### src/rtl/button_conditioner.sv
// Multi-channel push-button front end: two-flop sync, tick-sampled debounce,
// press/release pulses, long-press hold flag and optional auto-repeat.
//
// state       | meaning
// ------------+-------------------------------------------------------------
// ST_RELEASED | debounced level low, waiting for a press
// ST_PRESSED  | level high, hold counter running towards HOLD_TICKS
// ST_HELD     | long press; hold=1, repeat counter active while repeat_en
module button_conditioner #(
    parameter int CHANNELS     = 4,
    parameter int TICK_DIV     = 50000,
    parameter int STABLE_TICKS = 4,
    parameter int HOLD_TICKS   = 1000,
    parameter int REPEAT_TICKS = 200
) (
    input  logic                clk,
    input  logic                rst,
    input  logic [CHANNELS-1:0] btn_in,
    input  logic [CHANNELS-1:0] repeat_en,
    output logic                tick,
    output logic [CHANNELS-1:0] level,
    output logic [CHANNELS-1:0] press,
    output logic [CHANNELS-1:0] release_pulse,
    output logic [CHANNELS-1:0] hold
);

    localparam int PW = $clog2(TICK_DIV);
    localparam int SW = $clog2(STABLE_TICKS + 1);
    localparam int HW = $clog2(HOLD_TICKS + 1);
    localparam int RW = $clog2(REPEAT_TICKS + 1);

    localparam logic [PW-1:0] DIV_LAST    = PW'(TICK_DIV - 1);
    localparam logic [PW-1:0] DIV_PRE     = PW'(TICK_DIV - 2);
    localparam logic [SW-1:0] STABLE_LAST = SW'(STABLE_TICKS - 1);
    localparam logic [HW-1:0] HOLD_LAST   = HW'(HOLD_TICKS - 1);
    localparam logic [HW-1:0] HOLD_MAX    = HW'(HOLD_TICKS);
    localparam logic [RW-1:0] REPEAT_LAST = RW'(REPEAT_TICKS - 1);

    typedef enum logic [1:0] {
        ST_RELEASED = 2'd0,
        ST_PRESSED  = 2'd1,
        ST_HELD     = 2'd2
    } state_t;

    logic [PW-1:0]       div_q;
    logic [CHANNELS-1:0] s1_q;
    logic [CHANNELS-1:0] s_q;

    // tick is registered one cycle early so it is high exactly while div_q == TICK_DIV-1
    always_ff @(posedge clk) begin
        if (rst) begin
            div_q <= '0;
            tick  <= 1'b0;
        end else begin
            div_q <= (div_q == DIV_LAST) ? '0 : div_q + 1'b1;
            tick  <= (div_q == DIV_PRE);
        end
    end

    always_ff @(posedge clk) begin
        if (rst) begin
            s1_q <= '0;
            s_q  <= '0;
        end else begin
            s1_q <= btn_in;
            s_q  <= s1_q;
        end
    end

    for (genvar i = 0; i < CHANNELS; i++) begin : g_ch
        state_t        state_q, state_d;
        logic [SW-1:0] stab_q, stab_d;
        logic [HW-1:0] hcnt_q, hcnt_d;
        logic [RW-1:0] rcnt_q, rcnt_d;
        logic          level_q, level_d;
        logic          press_q, press_d;
        logic          rel_q, rel_d;
        logic          hold_q, hold_d;
        logic          rise, fall;

        always_comb begin
            state_d = state_q;
            stab_d  = stab_q;
            hcnt_d  = hcnt_q;
            rcnt_d  = rcnt_q;
            level_d = level_q;
            press_d = 1'b0;
            rel_d   = 1'b0;
            hold_d  = hold_q;
            rise    = 1'b0;
            fall    = 1'b0;

            if (tick) begin
                if (s_q[i] == level_q) begin
                    stab_d = '0;
                end else if (stab_q == STABLE_LAST) begin
                    level_d = s_q[i];
                    stab_d  = '0;
                    rise    = s_q[i];
                    fall    = ~s_q[i];
                end else begin
                    stab_d = stab_q + 1'b1;
                end

                case (state_q)
                    ST_RELEASED: begin
                        if (rise) begin
                            state_d = ST_PRESSED;
                            press_d = 1'b1;
                            hcnt_d  = '0;
                            rcnt_d  = '0;
                        end
                    end
                    ST_PRESSED: begin
                        if (fall) begin
                            state_d = ST_RELEASED;
                            rel_d   = 1'b1;
                            hold_d  = 1'b0;
                        end else if (hcnt_q == HOLD_LAST) begin
                            state_d = ST_HELD;
                            hcnt_d  = HOLD_MAX;
                            hold_d  = 1'b1;
                        end else begin
                            hcnt_d = hcnt_q + 1'b1;
                        end
                    end
                    ST_HELD: begin
                        // a release landing on a repeat tick suppresses that repeat
                        if (fall) begin
                            state_d = ST_RELEASED;
                            rel_d   = 1'b1;
                            hold_d  = 1'b0;
                            rcnt_d  = '0;
                        end else if (!repeat_en[i]) begin
                            rcnt_d = '0;
                        end else if (rcnt_q == REPEAT_LAST) begin
                            press_d = 1'b1;
                            rcnt_d  = '0;
                        end else begin
                            rcnt_d = rcnt_q + 1'b1;
                        end
                    end
                    default: begin
                        state_d = ST_RELEASED;
                        hold_d  = 1'b0;
                    end
                endcase
            end
        end

        always_ff @(posedge clk) begin
            if (rst) begin
                state_q <= ST_RELEASED;
                stab_q  <= '0;
                hcnt_q  <= '0;
                rcnt_q  <= '0;
                level_q <= 1'b0;
                press_q <= 1'b0;
                rel_q   <= 1'b0;
                hold_q  <= 1'b0;
            end else begin
                state_q <= state_d;
                stab_q  <= stab_d;
                hcnt_q  <= hcnt_d;
                rcnt_q  <= rcnt_d;
                level_q <= level_d;
                press_q <= press_d;
                rel_q   <= rel_d;
                hold_q  <= hold_d;
            end
        end

        assign level[i]         = level_q;
        assign press[i]         = press_q;
        assign release_pulse[i] = rel_q;
        assign hold[i]          = hold_q;
    end

endmodule

### config.mk
export PLATFORM = sky130hd
export DESIGN_NAME = button_conditioner
export DESIGN_NICKNAME = d
export VERILOG_FILES = /design/src/rtl/button_conditioner.sv
export SDC_FILE = /design/constraint.sdc
export NUM_CORES = 1
export LEC_CHECK = 0
export CORE_UTILIZATION = 60
export DETAILED_ROUTE_END_ITERATION = 10
export GPL_ROUTABILITY_DRIVEN = 0
export PLACE_DENSITY = 0.79
export SETUP_SLACK_MARGIN = 0.2
export SYNTH_ARGS = -nofsm -noshare
export SYNTH_HDL_FRONTEND = slang
export SYNTH_SLANG_ARGS = --single-unit
### constraint.sdc
create_clock -name clk -period 3 [get_ports clk]
set_clock_uncertainty 0.05 [all_clocks]
set_input_delay 0.3 -clock clk [delete_from_list [all_inputs] [get_ports clk]]
set_output_delay 0.3 -clock clk [all_outputs]
set_load 0.05 [all_outputs]
==> run metrics <==
outcome complete, no violations; Leakage 2.78 nW; ANT nets after route 0; Die Area 12,000 µm²; Crit. Startpoint g_ch[0].level_q; Worst path max stage delay 0.86 ns; actual slew at the worst max-slew pin 0.968 ns; final hold vios 0; Reg clk slew, reported paths 0.06 ns; Port Buffers 26; Final Util 0.696; post-synth net total 865; Worst Path Buf+Inv 1; Hold-fix buffers, CTS 0; number of setup buffers added after CTS 0; Synth Flop Type dfxtp_1; final hold slack 0.340 ns; vias in the first global route 5,622; die height 110 µm; Req. time, crit path 2.65 ns; Setup TNS 0 ns; cells on worst reg2reg path 5; worst reg2reg path startpoint g_ch[3].stab_q[0]; total CTS buffers 17; top cell type's share of synthesized area 0.382; Cell Area, Synth 6970 µm²; CP max stage cell clkdlybuf4s50_1; Reg2Reg Setup Slack 0.90 ns; vias per cell 6.11; post-synth top area cell dfxtp_1; max-slew violation count 0; Worst VDD drop 0.000565 V; Peak Freq 471 MHz; CP endpoint kind primary output; TritonCTS clock tree built; Stages on worst setup path 1; total global-route track usage 0.265; synth warn 0; min cycle time layout 2.13 ns; die width 110 µm; Clock Path Buffers 2; Initial Utilization 0.629; CP top delay family buffers and inverters; Hold Path Class primary input to flop; CP max FO 8; # DRC 0; fraction of registers with async set/reset 0; NumNets Final 872; Seq/Total Area, Yosys 0.382; hpwl dp 9970 µm; Sink Count 133; I/O pins 27; num rows 38; root buf cell clkbuf_16; worst reg2reg path endpoint g_ch[3].rcnt_q[7]; Final setup viols 0; DR vias 5,990; initial DRC count 619; gr ovfl total 0; CTS HTree Levels 4; Area contributors post-synth dfxtp_1 (38%), ha_1 (5.9%), nor2_1 (5.2%); Syn Inst Count 822; largest net degree at the start of global routing 79; CP arrival 1.78 ns; first-pass GRT wire length 25,200 µm; initial antenna violation count 1; maxcap violations 0; crit start category flop; count of different cell masters after synthesis 72; Area growth syn-to-layout 10.7%; crit share post-route 0.708; core area 11,100 µm²; layout cell share with drive strength beyond 1 0.0620; WS Path Type flop to primary output; TritonRoute pass-1 iters 5; Syn Area/Cell 8.47 µm²; worst-skew pair later-pin latency 0.42 ns; Setup crit end level[0]; RSZ-0062 raised after global routing false; wire length per cell 15.1 µm; relative slew slack 0.350; PostCTS Resize Cnt 0; power density over the cells 475 nW/µm²; final WL 14,800 µm; Yosys reg bits 133; worst path cell trace clkdlybuf4s50_1; EDFF count, synth 0
[logic make-up after synthesis]
logic type      Yosys count  share of synthesized area
simple gates            361                      0.282
compound gates          170                      0.161
flops                   133                      0.382
buf+inv                  76                     0.0510
xor+xnor                 39                     0.0490
fa+ha+maj                33                     0.0593
mux                      10                     0.0146
[how the worst min path moves through the flow]
| stage | cells past startpoint | endpoint | start |
|---|---|---|---|
| 3_3_place_gp | 1 | s_q[1] | s1_q[1] |
| 5_1_grt | 4 | g_ch[0].rel_q | rst |
| 4_1_cts | 4 | g_ch[0].rel_q | rst |
| 2_1_floorplan | 1 | s_q[0] | s1_q[0] |
| 3_5_place_dp | 1 | s_q[1] | s1_q[1] |
| 6_report | 4 | g_ch[0].rel_q | rst |
[metrics by stage]
stage	total power, mW	instances	cell area [µm²]	worst slack, ns
floorplan	1.86	822	6970	1.09
global placement	1.89	950	7200	0.998
detailed placement	1.89	950	7200	0.929
CTS	3.69	979	7710	0.865
global route	3.79	980	7710	0.726
finish	3.66	980	7710	0.875
[per-layer routing]
layer  routed length [µm]  track usage
met2                 6980        0.449
met1                 6880        0.317
met3                  613       0.0652
met4                  350        0.119
met5                    0            0
[Yosys cell counts (4+ instances only)]
library cell	n
a211oi_1	11
a21o_1	5
a21oi_1	56
a311oi_1	4
a31oi_1	6
a32o_1	4
and2_1	4
and3_1	29
and4_1	4
buf_2	8
buf_4	16
clkbuf_1	16
dfxtp_1	133
ha_1	33
inv_1	32
mux2i_1	9
nand2_1	64
nand2b_1	9
nand3_1	48
nand4_1	10
nand4b_1	13
nand4bb_1	5
nor2_1	97
nor2b_1	14
nor3_1	17
nor4_1	9
nor4b_1	5
o211ai_1	4
o21ai_0	33
o21ai_1	10
o22ai_1	5
o2bb2ai_1	5
o32ai_1	4
or4_1	6
xnor2_1	25
xor2_1	14
[power by group]
part           internal (mW)  total, mW  switching, mW
clock                   1.10       1.81          0.712
combinational         0.0245     0.0679         0.0433
sequential              1.78       1.79        0.00939
[registers in the layout, summed over array words and instances, names as in the netlist]
| register | cells |
|---|---|
| div_q | 16 |
| s_q | 4 |
| g_ch.state_q | 8 |
| g_ch.rcnt_q | 32 |
| g_ch.hcnt_q | 40 |
| g_ch.stab_q | 12 |
| s1_q | 4 |
| g_ch.hold_q | 4 |
| g_ch.level_q | 4 |
| g_ch.rel_q | 4 |
| tick | 1 |
| g_ch.press_q | 4 |
[cell type report]
cell class / count / area (µm²)
Fill cell: 851 / 3360
Clock buffer: 24 / 482
Inverter: 33 / 124
Clock inverter: 5 / 27.5
Sequential cell: 133 / 2660
Timing Repair Buffer: 31 / 293
Multi-Input combinational cell: 613 / 3950
Antenna cell: 1 / 2.50
Tap cell: 140 / 175
[layout by cell type, fill, tap and decap left out, types with 13 or more instances in the layout]
cell type	Yosys	final
and3_1	29	29
xnor2_1	25	25
nand3_1	48	48
clkbuf_16	0	17
o21ai_0	33	33
ha_1	33	33
nor3_1	17	17
nor2b_1	14	14
nor2_1	97	97
clkdlybuf4s50_1	0	25
xor2_1	14	14
nand2_1	64	64
a21oi_1	56	56
dfxtp_1	133	133
inv_1	32	32
nand4b_1	13	13
No activity file was read; power rests on OpenSTA's default activity.
